==> src/rtl/fpu_cvt_pkg.sv <==
`default_nettype none
// ============================================================================
//  Module      : fpu_cvt_pkg
//  Description : Shared types and constants for the binary32 -> integer
//                converter: rounding-mode enum, exception flag struct and
//                the payload carried from the align phase to the round phase.
//  Revision    : 1.0 - initial release
// ============================================================================
package fpu_cvt_pkg;

  localparam int F32_BIAS   = 127;
  localparam int F32_MANT_W = 23;
  localparam int F32_EXP_W  = 8;
  // Widest supported integer result; the payload magnitude is sized for it.
  localparam int MAG_MAX_W  = 64;

  typedef enum logic [2:0] {
    RNE = 3'b000,
    RTZ = 3'b001,
    RDN = 3'b010,
    RUP = 3'b011,
    RMM = 3'b100
  } rm_e;

  typedef struct packed {
    logic nv;
    logic nx;
  } cvt_flags_t;

  // Align-phase result: truncated magnitude plus guard/sticky and the
  // per-beat controls that must travel with the data.
  typedef struct packed {
    logic                 sign;
    logic                 is_nan;
    logic                 ovf;     // Inf or |x| >= 2^OUT_W
    logic [MAG_MAX_W-1:0] mag;
    logic                 guard;
    logic                 sticky;
    rm_e                  rm;
    logic                 uns;
  } cvt_s1_t;

  // Reserved encodings 101..111 fall back to round-to-nearest-even.
  function automatic rm_e decode_rm(input logic [2:0] raw);
    case (raw)
      3'b001:  return RTZ;
      3'b010:  return RDN;
      3'b011:  return RUP;
      3'b100:  return RMM;
      default: return RNE;
    endcase
  endfunction

endpackage
`default_nettype wire

==> src/rtl/fp2i_round_core.sv <==
`default_nettype none
// ============================================================================
//  Module      : fp2i_round_core
//  Description : Combinational round / negate / saturate phase of the
//                binary32 -> integer converter. Produces the OUT_W-bit
//                result and NV/NX flags from the aligned payload.
//  Ports       : s1_pl  in   aligned payload (magnitude, guard, sticky, mode)
//                y      out  integer result
//                flags  out  {nv, nx}
//  Revision    : 1.0 - initial release
// ============================================================================
module fp2i_round_core
  import fpu_cvt_pkg::*;
#(
  parameter int OUT_W = 32
) (
  input  cvt_s1_t          s1_pl,
  output logic [OUT_W-1:0] y,
  output cvt_flags_t       flags
);

  localparam logic [OUT_W-1:0] c_SMAX    = {1'b0, {(OUT_W-1){1'b1}}};
  localparam logic [OUT_W-1:0] c_SMIN    = {1'b1, {(OUT_W-1){1'b0}}};
  localparam logic [OUT_W-1:0] c_UMAX    = {OUT_W{1'b1}};
  localparam logic [OUT_W:0]   c_POS_LIM = {1'b0, c_SMAX};
  localparam logic [OUT_W:0]   c_NEG_LIM = {1'b0, c_SMIN};

  logic           w_inexact;
  logic           w_inc;
  logic           w_mag_hi;
  logic [OUT_W:0] w_mag_r;   // one extra bit catches the rounding carry

  assign w_inexact = s1_pl.guard | s1_pl.sticky;
  // Any magnitude bit above OUT_W means the value cannot fit at all.
  assign w_mag_hi  = |(s1_pl.mag >> OUT_W);

  always_comb begin
    w_inc = 1'b0;
    case (s1_pl.rm)
      RTZ:     w_inc = 1'b0;
      RDN:     w_inc = s1_pl.sign & w_inexact;
      RUP:     w_inc = ~s1_pl.sign & w_inexact;
      RMM:     w_inc = s1_pl.guard;
      default: w_inc = s1_pl.guard & (s1_pl.sticky | s1_pl.mag[0]);
    endcase
  end

  assign w_mag_r = {1'b0, s1_pl.mag[OUT_W-1:0]} + {{OUT_W{1'b0}}, w_inc};

  always_comb begin
    y     = '0;
    flags = '0;
    if (s1_pl.is_nan) begin
      y        = s1_pl.uns ? c_UMAX : c_SMAX;
      flags.nv = 1'b1;
    end else if (s1_pl.ovf | w_mag_hi) begin
      if (s1_pl.sign) y = s1_pl.uns ? '0 : c_SMIN;
      else            y = s1_pl.uns ? c_UMAX : c_SMAX;
      flags.nv = 1'b1;
    end else if (!s1_pl.sign) begin
      if (s1_pl.uns ? w_mag_r[OUT_W] : (w_mag_r > c_POS_LIM)) begin
        y        = s1_pl.uns ? c_UMAX : c_SMAX;
        flags.nv = 1'b1;
      end else begin
        y        = w_mag_r[OUT_W-1:0];
        flags.nx = w_inexact;
      end
    end else if (s1_pl.uns) begin
      // Negative into unsigned: only a value rounding to zero is legal.
      if (w_mag_r == '0) flags.nx = w_inexact;
      else               flags.nv = 1'b1;
    end else begin
      // Exactly 2^(OUT_W-1) negates to the signed minimum without NV.
      if (w_mag_r > c_NEG_LIM) begin
        y        = c_SMIN;
        flags.nv = 1'b1;
      end else begin
        y        = -w_mag_r[OUT_W-1:0];
        flags.nx = w_inexact;
      end
    end
  end

endmodule
`default_nettype wire

==> src/rtl/fp32_to_int_pipe.sv <==
`default_nettype none
// ============================================================================
//  Module      : fp32_to_int_pipe
//  Description : Pipelined IEEE-754 binary32 -> OUT_W-bit integer converter
//                with run-time rounding mode, signed/unsigned select,
//                saturation with NV/NX flags and valid/ready flow control.
//                Holds the classify/align phase, the stage registers and
//                the handshake; rounding lives in fp2i_round_core.
//  Config      : FTOI_SUBNORM_DAZ_EN - when defined, subnormal inputs are
//                treated as exact zero (result 0, no flags).
//  Ports       : sys_clk, rstn (sync, active-low)
//                in_valid/in_ready, in_x, in_rm, in_unsigned   - input beat
//                out_valid/out_ready, out_y, out_nv, out_nx    - result beat
//  Revision    : 1.0 - initial release
// ============================================================================
module fp32_to_int_pipe
  import fpu_cvt_pkg::*;
#(
  parameter int OUT_W       = 32,
  parameter int PIPE_STAGES = 2
) (
  input  logic             sys_clk,
  input  logic             rstn,
  input  logic             in_valid,
  output logic             in_ready,
  input  logic [31:0]      in_x,
  input  logic [2:0]       in_rm,
  input  logic             in_unsigned,
  output logic             out_valid,
  input  logic             out_ready,
  output logic [OUT_W-1:0] out_y,
  output logic             out_nv,
  output logic             out_nx
);

  localparam logic [7:0] c_SHIFT_BASE = 8'(F32_BIAS + OUT_W - 1);
  localparam logic [7:0] c_HUGE_E     = 8'(F32_BIAS + OUT_W);
  localparam logic [7:0] c_TINY_E     = 8'(F32_BIAS - 1);
  localparam int         c_ALIGN_W    = OUT_W + F32_MANT_W + 1;

  // ---------------------------------------------------------------- S1
  logic                  w_sign;
  logic [F32_EXP_W-1:0]  w_exp;
  logic [F32_MANT_W-1:0] w_frac;
  logic [7:0]            w_shift;
  logic [c_ALIGN_W-1:0]  w_align;
  cvt_s1_t               w_s1_pl;

  assign w_sign  = in_x[31];
  assign w_exp   = in_x[F32_MANT_W +: F32_EXP_W];
  assign w_frac  = in_x[F32_MANT_W-1:0];
  assign w_shift = c_SHIFT_BASE - w_exp;
  // Hidden-bit mantissa placed with its MSB at integer bit OUT_W-1 and
  // F32_MANT_W+1 fraction bits below; shifts never exceed OUT_W here, so
  // no mantissa bit falls off the bottom.
  assign w_align = {1'b1, w_frac, {OUT_W{1'b0}}} >> w_shift;

  always_comb begin
    w_s1_pl      = '0;
    w_s1_pl.sign = w_sign;
    w_s1_pl.rm   = decode_rm(in_rm);
    w_s1_pl.uns  = in_unsigned;
    if (w_exp == 8'hFF) begin
      w_s1_pl.is_nan = |w_frac;
      w_s1_pl.ovf    = ~|w_frac;
    end else if (w_exp == 8'h00) begin
`ifdef FTOI_SUBNORM_DAZ_EN
      w_s1_pl.sticky = 1'b0;
`else
      // Nonzero subnormal: below one half, visible only through sticky.
      w_s1_pl.sticky = |w_frac;
`endif
    end else if (w_exp >= c_HUGE_E) begin
      w_s1_pl.ovf = 1'b1;
    end else if (w_exp < c_TINY_E) begin
      w_s1_pl.sticky = 1'b1;  // 0 < |x| < 0.5
    end else begin
      w_s1_pl.mag    = MAG_MAX_W'(w_align[c_ALIGN_W-1 -: OUT_W]);
      w_s1_pl.guard  = w_align[F32_MANT_W];
      w_s1_pl.sticky = |w_align[F32_MANT_W-1:0];
    end
  end

  // ---------------------------------------------------- pipeline control
  logic             r_rdy_en;   // holds in_ready low during the reset cycle
  logic             w_in_valid;
  logic             w_b_in_valid;
  cvt_s1_t          w_b_pl;
  logic             w_b_load;
  logic             w_c_load;
  logic             r_b_valid;
  logic [OUT_W-1:0] r_b_y;
  cvt_flags_t       r_b_flags;
  logic [OUT_W-1:0] w_rc_y;
  cvt_flags_t       w_rc_flags;

  always_ff @(posedge sys_clk) begin
    if (!rstn) r_rdy_en <= 1'b0;
    else       r_rdy_en <= 1'b1;
  end

  assign w_in_valid = in_valid & r_rdy_en;

  generate
    if (PIPE_STAGES >= 2) begin : g_s1_reg
      logic    r_a_valid;
      cvt_s1_t r_a_pl;
      logic    w_a_load;

      assign w_a_load = ~r_a_valid | w_b_load;

      always_ff @(posedge sys_clk) begin
        if (!rstn) begin
          r_a_valid <= 1'b0;
          r_a_pl    <= '0;
        end else if (w_a_load) begin
          r_a_valid <= w_in_valid;
          if (w_in_valid) r_a_pl <= w_s1_pl;
        end
      end

      assign w_b_in_valid = r_a_valid;
      assign w_b_pl       = r_a_pl;
      assign in_ready     = w_a_load & r_rdy_en;
    end else begin : g_s1_comb
      assign w_b_in_valid = w_in_valid;
      assign w_b_pl       = w_s1_pl;
      assign in_ready     = w_b_load & r_rdy_en;
    end
  endgenerate

  // ---------------------------------------------------------------- S2
  fp2i_round_core #(
    .OUT_W (OUT_W)
  ) u_round_core (
    .s1_pl (w_b_pl),
    .y     (w_rc_y),
    .flags (w_rc_flags)
  );

  assign w_b_load = ~r_b_valid | w_c_load;

  always_ff @(posedge sys_clk) begin
    if (!rstn) begin
      r_b_valid <= 1'b0;
      r_b_y     <= '0;
      r_b_flags <= '0;
    end else if (w_b_load) begin
      r_b_valid <= w_b_in_valid;
      if (w_b_in_valid) begin
        r_b_y     <= w_rc_y;
        r_b_flags <= w_rc_flags;
      end
    end
  end

  generate
    if (PIPE_STAGES >= 3) begin : g_out_reg
      logic             r_c_valid;
      logic [OUT_W-1:0] r_c_y;
      cvt_flags_t       r_c_flags;

      assign w_c_load = ~r_c_valid | out_ready;

      always_ff @(posedge sys_clk) begin
        if (!rstn) begin
          r_c_valid <= 1'b0;
          r_c_y     <= '0;
          r_c_flags <= '0;
        end else if (w_c_load) begin
          r_c_valid <= r_b_valid;
          if (r_b_valid) begin
            r_c_y     <= r_b_y;
            r_c_flags <= r_b_flags;
          end
        end
      end

      assign out_valid = r_c_valid;
      assign out_y     = r_c_y;
      assign out_nv    = r_c_flags.nv;
      assign out_nx    = r_c_flags.nx;
    end else begin : g_out_direct
      assign w_c_load  = out_ready;
      assign out_valid = r_b_valid;
      assign out_y     = r_b_y;
      assign out_nv    = r_b_flags.nv;
      assign out_nx    = r_b_flags.nx;
    end
  endgenerate

endmodule
`default_nettype wire
==> config.mk <==
export PLATFORM = sky130hd
export DESIGN_NAME = fp32_to_int_pipe
export DESIGN_NICKNAME = d
export VERILOG_FILES = /design/src/rtl/fpu_cvt_pkg.sv /design/src/rtl/fp2i_round_core.sv /design/src/rtl/fp32_to_int_pipe.sv
export SDC_FILE = /design/constraint.sdc
export NUM_CORES = 1
export LEC_CHECK = 0
export BUFFER_PORTS_ARGS = -buffer_cell sky130_fd_sc_hd__buf_2
export CORE_ASPECT_RATIO = 1.2
export CORE_MARGIN = 1
export CORE_UTILIZATION = 51
export CTS_CLUSTER_DIAMETER = 120
export DETAILED_ROUTE_END_ITERATION = 7
export PLACE_DENSITY = 0.7
export SYNTH_ARGS = -nofsm -noshare
export SYNTH_HDL_FRONTEND = slang
export SYNTH_HIERARCHICAL = 1
export SYNTH_SLANG_ARGS = --single-unit
==> constraint.sdc <==
create_clock -name sys_clk -period 5.5 [get_ports sys_clk]
set_clock_uncertainty 0.15 [all_clocks]
set_input_delay 0.825 -clock sys_clk [delete_from_list [all_inputs] [get_ports sys_clk]]
set_output_delay 0.825 -clock sys_clk [all_outputs]
set_load 0.01 [all_outputs]
==> metrics.md <==
| Metric | Value |
|---|---|
| Synth Flop Type | `dfxtp_1` |
| Post-synthesis sequential area ratio | `0.192` |
| # DRC | `0` |
| Leak pwr | `3.25 nW` |
| Clock-pin slew on the worst setup and hold paths | `0.06 ns` |
| Detailed Routing Iterations Pass 1 | `5` |
| Fmax | `202 MHz` |
| Total Wirelength | `24,000 um` |
| Tmin final | `4.96 ns` |
| Sum of negative setup slack | `0 ns` |
| Status | `complete, no violations` |
| Horiz. Die Dim | `117 um` |
| Slew Limit Headroom | `0.272` |
| Hold Path Cell Cnt | `2` |
| Synth Instances | `1,089` |
| Synth Cell Area | `8120 sq um` |
| DR WL met3 | `982 um` |
| Initial antenna violation count | `0` |
| H-tree Lvls | `3` |
| WP data required | `5.61 ns` |
| RR Startpoint | `g_s1_reg.r_a_pl[1]$_SDFFE_PN0P_` |
| First-pass GRT wire length | `39,100 um` |
| Vias/cell | `6.28` |
| Die Height | `140 um` |
| Reg2reg path depth | `17` |
| Worst Hold Endpoint | `out_y[2]$_SDFFE_PN0P_` |
| # IOs | `76` |
| Routed wl met2 | `11,800 um` |
| Highest routed layer | `met4` |
| Hold Crit Class | `flop to flop` |
| Final hold slack | `0.311 ns` |
| Crit end category | `flop` |
| Die ar. | `16,400 sq um` |
| WS Path Type | `flop to flop` |
| Crit path DAT | `5.06 ns` |
| Share of cells above drive strength 1 | `0.156` |
| Antenna-violating nets left | `0` |
| Maximum vdd drop | `122 uV` |
| GR Overflow Total | `0` |
| Starting density of the core | `0.522` |
| DR WL/cell | `17.6 um` |
| Multi-input gate area | `6240 sq um` |
| DR vias | `8,557` |
| Least-Margin Pin Slew | `1.09 ns` |
| Detailed Route Iter0 Violations | `773` |
| TritonCTS Buffers | `9` |
| Setup violators final | `0` |
| Hold Crit Start | `out_y[2]$_SDFFE_PN0P_` |
| R2R setup slack | `0.54 ns` |
| Placed instance area | `8690 sq um` |
| Syn. warnings | `6` |
| Setup crit start kind | `flop` |
| Reg2reg end | `out_y[27]$_SDFFE_PN0P_` |
| Hold Vio Cnt, Final | `0` |
| Mean Syn Cell Area | `7.46 sq um` |
| #FFs+latches synth | `78` |
| Clock Tree Buf Depth | `2` |
| Commonest non-fill, non-tap cell in the layout | `nand2_1` |
| GRT Resource Usage Total | `0.299` |
| Ys async rst share | `0` |
| Clock Sinks | `78` |
| Hold-fix buffers, CTS | `0` |
| # fillers | `1,534` |
| Unrepaired setup endpoints after global routing | `no` |
| Post-layout nets | `1,196` |
| Distinct cells, synth | `98` |
| Max FO, Critical Path | `9` |
| Storage element area | `1560 sq um` |
| TritonCTS clock tree | `done` |
| Vias in the first global route | `7,861` |
| Final Cycle Share | `0.901` |
| Core area | `15,600 sq um` |
| Worst skew pair latency | `0.34 ns` |
| Ant diodes | `0` |
| Pin count of the biggest net entering global routing | `81` |
| Max Slew Vio Count | `0` |
| EDFF count, synth | `0` |
| PD cells | `186 nW/um^2` |
| Clock root cell | `clkbuf_16` |
| Max Cap Violations | `0` |
| Met1 wire length | `10000 um` |
| Area delta synth->final | `10.9%` |
| GP Congestion | `0.983` |
| Most frequent cells in the layout | `164 x nand2_1, 78 x dfxtp_1, 75 x buf_2` |
| Std cell rows | `50` |
| IO buf count | `75` |
| Post-route cell area | `9010 sq um` |
| Detailed placer's ending HPWL | `18,500 um` |
==> metrics by stage <==
step                      power, W   util  instances  worst slack, ns
final                      0.00168  0.578       1362            0.542
after global routing       0.00176  0.578       1362           0.0571
after CTS                  0.00168  0.577       1361            0.144
after detailed placement   0.00109  0.558       1345            0.190
after global placement     0.00109  0.558       1345            0.380
after floorplan           0.000952      -       1120             1.20
==> sequential cells by signal, indices dropped and copies added (netlist names) <==
register,count
g_s1_reg.r_a_pl,41
g_s1_reg.r_a_valid,1
out_nv,1
out_nx,1
out_valid,1
out_y,32
r_rdy_en,1
==> routing by layer <==
metal	vias up	global-route usage
met5	-	0
met4	0	0.168
met3	83	0.0307
met2	316	0.517
met1	3969	0.355
li1	4189	-
==> worst max-delay path: stages (launching register included) <==
cell      delay, ns
dfxtp_1        0.33
xnor2_1        0.13
nor3b_1        0.25
a21oi_1        0.11
nor2_1         0.10
ha_1           0.32
ha_1           0.36
nand4_1        0.34
nor4_1         0.34
xnor2_1        0.31
o21ai_1        0.32
or4_1          0.74
a21o_1         0.26
a211oi_2       0.30
a21oi_1        0.13
o211ai_2       0.15
nand2_1        0.07
a21boi_0       0.15
==> what timing repair did <==
| item | 4_1_cts | 5_1_grt |
|---|---|---|
| setup endpoints to repair | 0 | 25 |
| resized for setup | 0 | 3 |
| setup buffers | 0 | 1 |
| endpoints found under the hold margin | 0 | 0 |
==> Yosys cell counts, drive strengths merged, types with 5 or more instances <==
master	count	share of area
a211oi	13	0.013
a21boi	45	0.042
a21o	5	0.0046
a21oi	48	0.030
a22oi	20	0.019
a2bb2oi	6	0.0065
a31oi	14	0.011
a41oi	8	0.0095
and2	12	0.0092
and3	10	0.0077
and4	9	0.0097
buf	36	0.028
clkbuf	48	0.022
dfxtp	78	0.19
ha	7	0.011
inv	15	0.0075
mux2	7	0.0097
mux2i	25	0.031
mux4	19	0.056
nand2	166	0.077
nand2b	6	0.0046
nand3	46	0.030
nand4	33	0.027
nand4b	5	0.0054
nor2	70	0.033
nor2b	35	0.027
nor3	45	0.030
nor3b	6	0.0055
nor4	29	0.026
o211ai	19	0.018
o21ai	53	0.033
o221ai	9	0.0097
o311ai	5	0.0091
o32ai	7	0.0085
or3	8	0.0062
or4	8	0.0079
xnor2	30	0.033
xor2	20	0.022
==> worst max path at each step <==
stage	cells past startpoint	to	start	slack (ns)
final	17	out_y[27]$_SDFFE_PN0P_	g_s1_reg.r_a_pl[1]$_SDFFE_PN0P_	0.54
after global routing	17	out_y[28]$_SDFFE_PN0P_	g_s1_reg.r_a_pl[1]$_SDFFE_PN0P_	0.06
after CTS	17	out_y[1]$_SDFFE_PN0P_	g_s1_reg.r_a_pl[1]$_SDFFE_PN0P_	0.14
after detailed placement	17	out_y[1]$_SDFFE_PN0P_	g_s1_reg.r_a_pl[1]$_SDFFE_PN0P_	0.19
after global placement	17	out_y[22]$_SDFFE_PN0P_	g_s1_reg.r_a_pl[1]$_SDFFE_PN0P_	0.38
after floorplan	19	out_y[15]$_SDFFE_PN0P_	g_s1_reg.r_a_pl[72]$_SDFFE_PN0P_	1.20
==> where the power goes <==
group / internal, W / switching (W) / total (W)
clock: 0.000364 / 0.000232 / 0.000595
sequential: 0.000582 / 0.0000126 / 0.000595
combinational: 0.000193 / 0.000296 / 0.000489
total: 0.00114 / 0.000540 / 0.00168
==> logic make-up after synthesis <==
group	share of synthesized area
AND/OR/NAND/NOR	0.324
AO/OA/AOI/OAI	0.260
buffers and inverters	0.0582
flip-flops	0.192
multiplexers	0.0964
XOR/XNOR	0.0558
adder cells (fa/ha/maj)	0.0122
other	0.000462
==> final cells by class <==
type | instances | share of cell area
multi-input combinational | 942 | 0.693
sequential | 78 | 0.173
timing repair buffer | 102 | 0.0642
tap | 208 | 0.0289
clock buffer | 11 | 0.0269
inverter | 16 | 0.00722
clock inverter | 5 | 0.00653
No activity file was read; power rests on OpenSTA's default activity.
